<file path="src/rtl/pcm_frame_packer.sv">
// Multichannel PCM frame packer: snapshots N channel samples and streams them as
// an optional sequence header followed by one word per channel, with overrun tracking.
module pcm_frame_packer #(
    parameter int N      = 20,
    parameter int W      = 16,
    parameter int HEADER = 1
) (
    input  logic           clk,
    input  logic           rst_n,
    input  logic           i_in_valid,
    input  logic [N*W-1:0] i_in_data,
    input  logic           i_out_ready,
    input  logic           i_clr_ovr,
    output logic [W-1:0]   o_out_data,
    output logic           o_out_valid,
    output logic           o_out_first,
    output logic           o_out_last,
    output logic           o_overrun,
    output logic [7:0]     o_drop_cnt
);

    localparam int            IW       = (N > 1) ? $clog2(N) : 1;
    localparam logic [IW-1:0] LAST_IDX = IW'(N - 1);
    localparam logic [1:0]    ST_IDLE  = 2'd0;
    localparam logic [1:0]    ST_HDR   = 2'd1;
    localparam logic [1:0]    ST_DATA  = 2'd2;
    localparam logic [1:0]    ST_START = (HEADER != 0) ? ST_HDR : ST_DATA;

    logic [1:0]     r_state;
    logic [IW-1:0]  r_idx;
    logic [11:0]    r_seq;
    logic [N*W-1:0] r_snap;
    logic           r_overrun;
    logic [7:0]     r_drop_cnt;
    logic [W-1:0]   r_out_data;
    logic           r_out_valid;
    logic           r_out_first;
    logic           r_out_last;

    logic           w_xfer;
    logic           w_load;
    logic           w_drop;
    logic [1:0]     w_state_nxt;
    logic [IW-1:0]  w_idx_nxt;
    logic [11:0]    w_seq_nxt;
    logic [N*W-1:0] w_snap_nxt;
    logic [W-1:0]   w_hdr;
    logic [W-1:0]   w_data_nxt;
    logic           w_valid_nxt;
    logic           w_first_nxt;
    logic           w_last_nxt;

    // Next-state logic: frame acceptance, word advance and drop detection
    always_comb begin
        w_xfer      = r_out_valid & i_out_ready;
        w_state_nxt = r_state;
        w_idx_nxt   = r_idx;
        w_seq_nxt   = r_seq;
        w_load      = 1'b0;
        w_drop      = 1'b0;
        case (r_state)
            ST_IDLE: begin
                if (i_in_valid) begin
                    w_load      = 1'b1;
                    w_idx_nxt   = '0;
                    w_state_nxt = ST_START;
                end else begin
                    w_state_nxt = ST_IDLE;
                end
            end
            ST_HDR: begin
                w_drop = i_in_valid;
                if (w_xfer) begin
                    w_state_nxt = ST_DATA;
                end else begin
                    w_state_nxt = ST_HDR;
                end
            end
            ST_DATA: begin
                if (w_xfer && (r_idx == LAST_IDX)) begin
                    // A new frame arriving on the final transfer starts with no idle bubble
                    w_seq_nxt = r_seq + 12'd1;
                    w_idx_nxt = '0;
                    if (i_in_valid) begin
                        w_load      = 1'b1;
                        w_state_nxt = ST_START;
                    end else begin
                        w_state_nxt = ST_IDLE;
                    end
                end else begin
                    w_drop = i_in_valid;
                    if (w_xfer) begin
                        w_idx_nxt = r_idx + IW'(1);
                    end else begin
                        w_idx_nxt = r_idx;
                    end
                end
            end
            default: begin
                w_state_nxt = ST_IDLE;
                w_idx_nxt   = '0;
            end
        endcase
    end

    // Output word for the upcoming state, so outputs leave the flops directly
    always_comb begin
        w_snap_nxt = w_load ? i_in_data : r_snap;
        w_hdr        = '0;
        w_hdr[15:0]  = {4'hA, w_seq_nxt};
        w_data_nxt   = '0;
        w_valid_nxt  = 1'b0;
        w_first_nxt  = 1'b0;
        w_last_nxt   = 1'b0;
        case (w_state_nxt)
            ST_HDR: begin
                w_data_nxt  = w_hdr;
                w_valid_nxt = 1'b1;
                w_first_nxt = 1'b1;
            end
            ST_DATA: begin
                w_data_nxt  = w_snap_nxt[int'(w_idx_nxt)*W +: W];
                w_valid_nxt = 1'b1;
                w_first_nxt = (HEADER == 0) && (w_idx_nxt == '0);
                w_last_nxt  = (w_idx_nxt == LAST_IDX);
            end
            default: begin
                w_data_nxt  = '0;
                w_valid_nxt = 1'b0;
            end
        endcase
    end

    // Frame state, channel index, sequence number and snapshot bank
    always_ff @(posedge clk or negedge rst_n) begin
        if (!rst_n) begin
            r_state <= ST_IDLE;
            r_idx   <= '0;
            r_seq   <= 12'd0;
            r_snap  <= '0;
        end else begin
            r_state <= w_state_nxt;
            r_idx   <= w_idx_nxt;
            r_seq   <= w_seq_nxt;
            r_snap  <= w_snap_nxt;
        end
    end

    // Registered stream outputs
    always_ff @(posedge clk or negedge rst_n) begin
        if (!rst_n) begin
            r_out_data  <= '0;
            r_out_valid <= 1'b0;
            r_out_first <= 1'b0;
            r_out_last  <= 1'b0;
        end else begin
            r_out_data  <= w_data_nxt;
            r_out_valid <= w_valid_nxt;
            r_out_first <= w_first_nxt;
            r_out_last  <= w_last_nxt;
        end
    end

    // Overrun flag and saturating drop counter; a drop wins over a same-cycle clear
    always_ff @(posedge clk or negedge rst_n) begin
        if (!rst_n) begin
            r_overrun  <= 1'b0;
            r_drop_cnt <= 8'd0;
        end else if (w_drop) begin
            r_overrun <= 1'b1;
            if (i_clr_ovr) begin
                r_drop_cnt <= 8'd1;
            end else if (r_drop_cnt != 8'hFF) begin
                r_drop_cnt <= r_drop_cnt + 8'd1;
            end else begin
                r_drop_cnt <= r_drop_cnt;
            end
        end else if (i_clr_ovr) begin
            r_overrun  <= 1'b0;
            r_drop_cnt <= 8'd0;
        end else begin
            r_overrun  <= r_overrun;
            r_drop_cnt <= r_drop_cnt;
        end
    end

    assign o_out_data  = r_out_data;
    assign o_out_valid = r_out_valid;
    assign o_out_first = r_out_first;
    assign o_out_last  = r_out_last;
    assign o_overrun   = r_overrun;
    assign o_drop_cnt  = r_drop_cnt;

endmodule

</file>
<file path="config.mk">
export PLATFORM = sky130hd
export DESIGN_NAME = pcm_frame_packer
export DESIGN_NICKNAME = d
export VERILOG_FILES = /design/src/rtl/pcm_frame_packer.sv
export SDC_FILE = /design/constraint.sdc
export NUM_CORES = 1
export LEC_CHECK = 0
export ABC_CLOCK_PERIOD_IN_PS = 8100
export CORE_MARGIN = 5
export CORE_UTILIZATION = 32
export CTS_CLUSTER_DIAMETER = 150
export DETAILED_ROUTE_END_ITERATION = 12
export DONT_BUFFER_PORTS = 1
export MAX_ROUTING_LAYER = met4
export PLACE_DENSITY = 0.55
export RECOVER_POWER = 100
export SYNTH_ARGS = -nofsm -noshare
export SYNTH_HDL_FRONTEND = slang
export SYNTH_SLANG_ARGS = --single-unit
</file>
<file path="constraint.sdc">
create_clock -name clk -period 8.1 [get_ports clk]
set_clock_uncertainty 0.2 [all_clocks]
set_input_delay 1.62 -clock clk [delete_from_list [all_inputs] [get_ports clk]]
set_output_delay 1.62 -clock clk [all_outputs]
set_load 0.1 [all_outputs]
</file>
==> out/results.ini, run 1 <==
[sta]
setup_tns_ps=0
worstMarginPinSlew_ps=2190
post-route-min-period_ps=6440
post-route-period-util=0.796
maxSlewViolCount=92
slew_headroom=-0.460
finalSetupViolCount=0
max_freq_mhz=155
rsz0062_at_grt=false
holdWs_ps=259
finalHoldViolCount=0

[global_route]
grt_pass1_wl_mm=100
grt.overflow.total=0
grt_pass1_vias=15200
grt_max_degree=368
antenna_found_initial=6
grt_usage=0.213

[setup_path]
reg2reg_slack_ps=1660
startpoint_type=register
rr_endpoint=o_out_data[10]$_DFF_PN0_
r2r_start=r_idx[0]$_DFF_PN0_
worstSetupPathType=register to register
reg2regPathDepth=10
path_max_fanout=77
arrival_ps=6680
endpoint_kind=register
crit_required_ps=8330
crit_start=r_idx[0]$_DFF_PN0_

[min_path]
hold_path.class=register to register
hold_depth=2
min_from=r_snap[135]$_DFF_PN0_
whs_endpoint=r_snap[135]$_DFF_PN0_

[floorplanning]
coreArea_um2=58900
die_width_um=254
rows=89
die_y_um=254
pin_count=353
start_util=0.323
die_area_um2=64400

[cells_and_area]
syn_to_final_growth_pct=9.90
utilization=0.355
nets=2506
multi_input_area_um2=9000
seq_area_um2=9180
mostFrequentLayoutCells=nand2_1 (1060), dfrtp_1 (367), nand3_1 (75), a31oi_1 (55), and3_1 (53)
final_common_cell=nand2_1
drive_gt1_frac=0.0694
fillers=6001
instances_no_fill=2983

[synthesis]
avgSynthCellArea_um2=8.40
ys_async_sr_fraction=1.00
yosysSeqAreaShare=0.483
synth-edff-count=0
netlist.area_leader.share=0.483
synth_nets=2599
synthCells=2265
yosys.area.top_type=dfrtp_1
synthTopCellsByArea=dfrtp_1 (48%), nand2_1 (21%), mux2_2 (3.5%), mux4_2 (2.7%), a211oi_1 (2.0%)
ys.flop_type=dfrtp_1
syn_area_um2=19000
yosysWarnings=0
synth.distinct_cells=65
ys_ff_latch=367

[power_and_ir_drop]
powerDensity_nw_per_um2=370
peakVddDrop_uv=292
fin_total_pwr_mw=7.72
p_leak_nw=9.95

[clocking]
cts_tree=yes
cts_buffers=45
clkTransAtPathRegs_ps=60
post_cts_resized=0
hold_buffers=0
clk_latency_ps=580
cts.path.max_buffers=3
post_cts.repair.setup_buffers=0
cts_root_buf=clkbuf_16
clock_sinks=367
htree_levels=2

[placed_design]
dp.cells=2898
gp_congestion=0.860
numPortBuffers=0
dp_hpwl_mm=48.0

[routing]
remaining_drc_errors=0
vias_per_cell=5.31
ant_nets=0
wl_mm=69.2
vias=15800
wl_per_cell_um=23.2
drt_iter0_drc=1608
drt_pass1_iterations=5

[run_status]
status=finished with violations
violations=max-capacitance violations, max-slew violations

[run]
cap_violations=2

cells in the mapped netlist (4+ instances only):
cell type  count
and3_1        53
mux2_2        59
a31oi_1       55
o221ai_1       4
o21ai_0       31
o211ai_1      10
nand3_1       75
buf_4         18
xnor2_1        9
mux4_2        23
clkbuf_1      55
or3_1          4
nor2_1        42
ha_1           9
a311oi_1       4
a211oi_1      50
nor3_1        10
o211a_1        4
nor4_1         6
inv_1         14
dfrtp_1      367
nand2_1     1060
buf_2         74
a22oi_1        8
nand4_1       13
a22o_1         8
mux2i_1       37
a21o_1         5
a21oi_1       51
o22ai_1       18
or4_1          6
xor2_1         8
o31ai_1        4
buf_1          9
and4_1         6
nand2b_1      10
metrics by stage:
| stage | setup WS, ps | cell area (um2) |
|---|---|---|
| after CTS | 2670 | 20900 |
| after global placement | 2450 | 19400 |
| final | 1660 | 20900 |
| after detailed placement | 2400 | 19400 |
| after floorplan | 2820 | 19000 |
| after global routing | 1180 | 20900 |
power breakdown:
part           switching [mW]  internal (mW)
clock network           0.838           1.22
registers               0.515           2.63
logic                    1.58          0.940
kinds of logic (layout without fill, tap and decap cells):
family	count (synthesis)	in the layout	share of synthesized area
AND/OR/NAND/NOR	1298	1298	0.279
flip-flops	367	367	0.483
AO/OA/AOI/OAI	278	278	0.0974
buffers and inverters	177	118	0.0448
multiplexers	119	119	0.0817
XOR/XNOR	17	17	0.00783
adder cells (fa/ha/maj)	9	9	0.00592
other	0	4	0
worst max-delay path by stage:
stage / end / cells past startpoint
after floorplan: o_out_data[13]$_DFF_PN0_ / 16
after global placement: o_out_data[2]$_DFF_PN0_ / 9
after detailed placement: o_out_data[2]$_DFF_PN0_ / 9
after CTS: o_out_data[2]$_DFF_PN0_ / 9
after global routing: o_out_data[10]$_DFF_PN0_ / 10
final: o_out_data[10]$_DFF_PN0_ / 10
worst max-delay path, stage by stage (launching register included):
cell,delay [ps]
dfrtp_1,390
ha_1,270
nor4bb_1,1070
a21o_1,1710
buf_4,870
mux2_1,410
mux2_2,310
a211oi_1,250
a31oi_1,130
o21ai_0,490
o21ai_0,160
routing by layer:
layer,track usage,routed length [um],share of wire,up-vias
met5,-,0,0,-
met4,0.0782,2640,0.038,0
met3,0.0659,6420,0.093,116
met2,0.327,32100,0.46,572
met1,0.267,28000,0.41,7763
li1,-,-,-,7390
sequential cells by signal, summed over array words and instances (netlist names):
signal	flops
o_out_valid	1
o_overrun	1
r_state	2
o_out_last	1
o_out_data	16
o_drop_cnt	8
r_snap	320
o_out_first	1
r_seq	12
r_idx	5
cell type report:
cell class                      instances  share of cell area
Multi-Input combinational cell       1721               0.430
Clock buffer                           67              0.0650
Sequential cell                       367               0.439
Timing Repair Buffer                   19             0.00844
Inverter                               18             0.00347
Antenna cell                            4            0.000479
Clock inverter                         14             0.00641
Tap cell                              773              0.0463
No activity file was read; power rests on OpenSTA's default activity.
==> run 2: changes to the inputs <==
--- a/config.mk
+++ b/config.mk
@@ -5,14 +5,14 @@
 export SDC_FILE = /design/constraint.sdc
 export NUM_CORES = 1
 export LEC_CHECK = 0
-export ABC_CLOCK_PERIOD_IN_PS = 8100
+export ABC_CLOCK_PERIOD_IN_PS = 5340
 export CORE_MARGIN = 5
 export CORE_UTILIZATION = 32
 export CTS_CLUSTER_DIAMETER = 150
 export DETAILED_ROUTE_END_ITERATION = 12
 export DONT_BUFFER_PORTS = 1
 export MAX_ROUTING_LAYER = met4
-export PLACE_DENSITY = 0.55
+export PLACE_DENSITY = 0.56
 export RECOVER_POWER = 100
 export SYNTH_ARGS = -nofsm -noshare
 export SYNTH_HDL_FRONTEND = slang
==> constraint.sdc (replaced) <==
create_clock -name clk -period 5.34 [get_ports clk]
set_clock_uncertainty 0.2 [all_clocks]
set_input_delay 1.068 -clock clk [delete_from_list [all_inputs] [get_ports clk]]
set_output_delay 1.068 -clock clk [all_outputs]
set_load 0.1 [all_outputs]
==> out/results.ini, run 2 (same netlist as run 1, synthesis figures left out) <==
[placed_design]
dp_hpwl_mm=50.4
placed_area_um2=19700
gp_congestion=0.877
numPortBuffers=0
dp.cells=2922

[floorplanning]
pin_count=353
rows=89
coreArea_um2=58900
die_y_um=254
die_area_um2=64400
start_util=0.323
die_width_um=254

[cells_and_area]
fillers=5996
nets=2534
final_common_cell=nand2_1
drive_gt1_frac=0.0779
mostFrequentLayoutCells=nand2_1 (1060), dfrtp_1 (367), nand3_1 (75), a31oi_1 (55), and3_1 (53)
largest_register_ffs=320
largest-register=r_snap
post-route-cell-area_um2=21200
syn_to_final_growth_pct=11.6
instances_no_fill=3017

[setup_path]
path_max_fanout=70
critPathBufInv=2
cp_top_family=compound AO/OA/AOI/OAI gates
startpoint_type=register
crit_start=r_idx[1]$_DFF_PN0_
reg2reg_slack_ps=830
endpoint_kind=register
crit_top_cell=a22oi_1
r2r_start=r_idx[1]$_DFF_PN0_
arrival_ps=4780
crit_required_ps=5610
cp_cell_sequence=ha_1, nor4bb_4, a21o_4, buf_12, clkbuf_1, mux4_2, a22oi_1, a22oi_1, a21oi_1, nand2_1
critPathSlowestCell=a21o_4
cpPeakStageDelay_ps=800
worstSetupPathType=register to register

[power_and_ir_drop]
power.switching_mw=4.59
switching_share=0.383
p_int_mw=7.39
p_leak_nw=10.1
clock_power_share=0.267
powerDensity_nw_per_um2=565
peakVddDrop_uv=260
combPwrFrac=0.337
power_frac_seq=0.396

[run_status]
violations=max-capacitance violations, max-slew violations
status=finished with violations

[global_route]
grt_max_degree=368
grt_usage=0.217
grt_pass1_wl_mm=103
grt_pass1_vias=15700
grt.overflow.total=0
antenna_found_initial=11

[run]
cap_violations=3

[routing]
drt_iter0_drc=1576
remaining_drc_errors=0
wl_met3_mm=6.96
wl_per_cell_um=23.5
wl_met2_mm=33.6
drt-met1-wl_mm=27.6
vias=16100
top_layer=met4
drt_pass1_iterations=5
ant_nets=0
vias_per_cell=5.34
wl_mm=70.9

[clocking]
cts_root_buf=clkbuf_16
clock_sinks=367
htree_levels=2
cts.path.max_buffers=3
cts_buffers=45
clkTransAtPathRegs_ps=60
post_cts_resized=0
clk_latency_ps=580
cts_tree=yes
post_cts.repair.setup_buffers=0

[sta]
finalSetupViolCount=0
max_freq_mhz=222
slew_headroom=-1.21
post-route-min-period_ps=4510
worstMarginPinSlew_ps=3320
post-route-period-util=0.844
holdWs_ps=48.1
maxSlewViolCount=134
finalHoldViolCount=0
rsz0062_at_grt=false
setup_tns_ps=0

[min_path]
hold_path.class=input pin to async pin

[run 2: final timing paths]
| path | endpoint | depth (start not counted) |
|---|---|---|
| worst min-delay path | r_snap[214]$_DFF_PN0_ | 0 |
| worst max register to register | o_out_data[5]$_DFF_PN0_ | 10 |
| worst max-delay path | o_out_data[5]$_DFF_PN0_ | 10 |
| max in group asynchronous | r_snap[183]$_DFF_PN0_ | 1 |
| worst min register to register | r_snap[135]$_DFF_PN0_ | 2 |
| min in group clk | r_snap[135]$_DFF_PN0_ | 2 |
[run 2: cell type report]
class | count | area [um2] | share of cell area
Antenna cell | 10 | 25.0 | 0.00118
Clock buffer | 63 | 1340 | 0.0629
Clock inverter | 18 | 215 | 0.0101
Inverter | 18 | 72.6 | 0.00342
Multi-Input combinational cell | 1721 | 9000 | 0.424
Sequential cell | 367 | 9180 | 0.433
Tap cell | 773 | 967 | 0.0456
Timing Repair Buffer | 47 | 430 | 0.0203
[run 2: through the flow]
step / worst slack [ps] / utilization / power, mW
floorplan: 616 / - / 7.57
global placement: 1020 / 0.334 / 8.72
detailed placement: 992 / 0.334 / 8.86
CTS: 970 / 0.360 / 12.1
global route: 526 / 0.360 / 12.8
finish: 833 / 0.360 / 12.0
[run 2: power by group through the flow]
stage          combinational, mW  clock, mW  sequential [mW]
2_1_floorplan               2.94          0             4.64
3_3_place_gp                3.99          0             4.73
3_5_place_dp                4.07          0             4.79
4_1_cts                     4.08       3.30             4.75
5_1_grt                     4.49       3.40             4.88
6_report                    4.04       3.20             4.75
[run 2: worst reg2reg max path, delay by kind of cell, from the launching register on]
| family | cells | cell delay (ps) |
|---|---|---|
| DFF | 1 | 390 |
| buffers and inverters | 2 | 880 |
| adders and majority gates | 1 | 270 |
| muxes | 1 | 610 |
| and+or+nand+nor | 2 | 590 |
| AOI/OAI and AO/OA | 4 | 1470 |
[run 2: layer usage]
metal  vias to the layer above  GRT usage
li1                       7454          -
met1                      7919      0.262
met2                       619      0.339
met3                       123     0.0775
met4                         0     0.0769
met5                         -          -
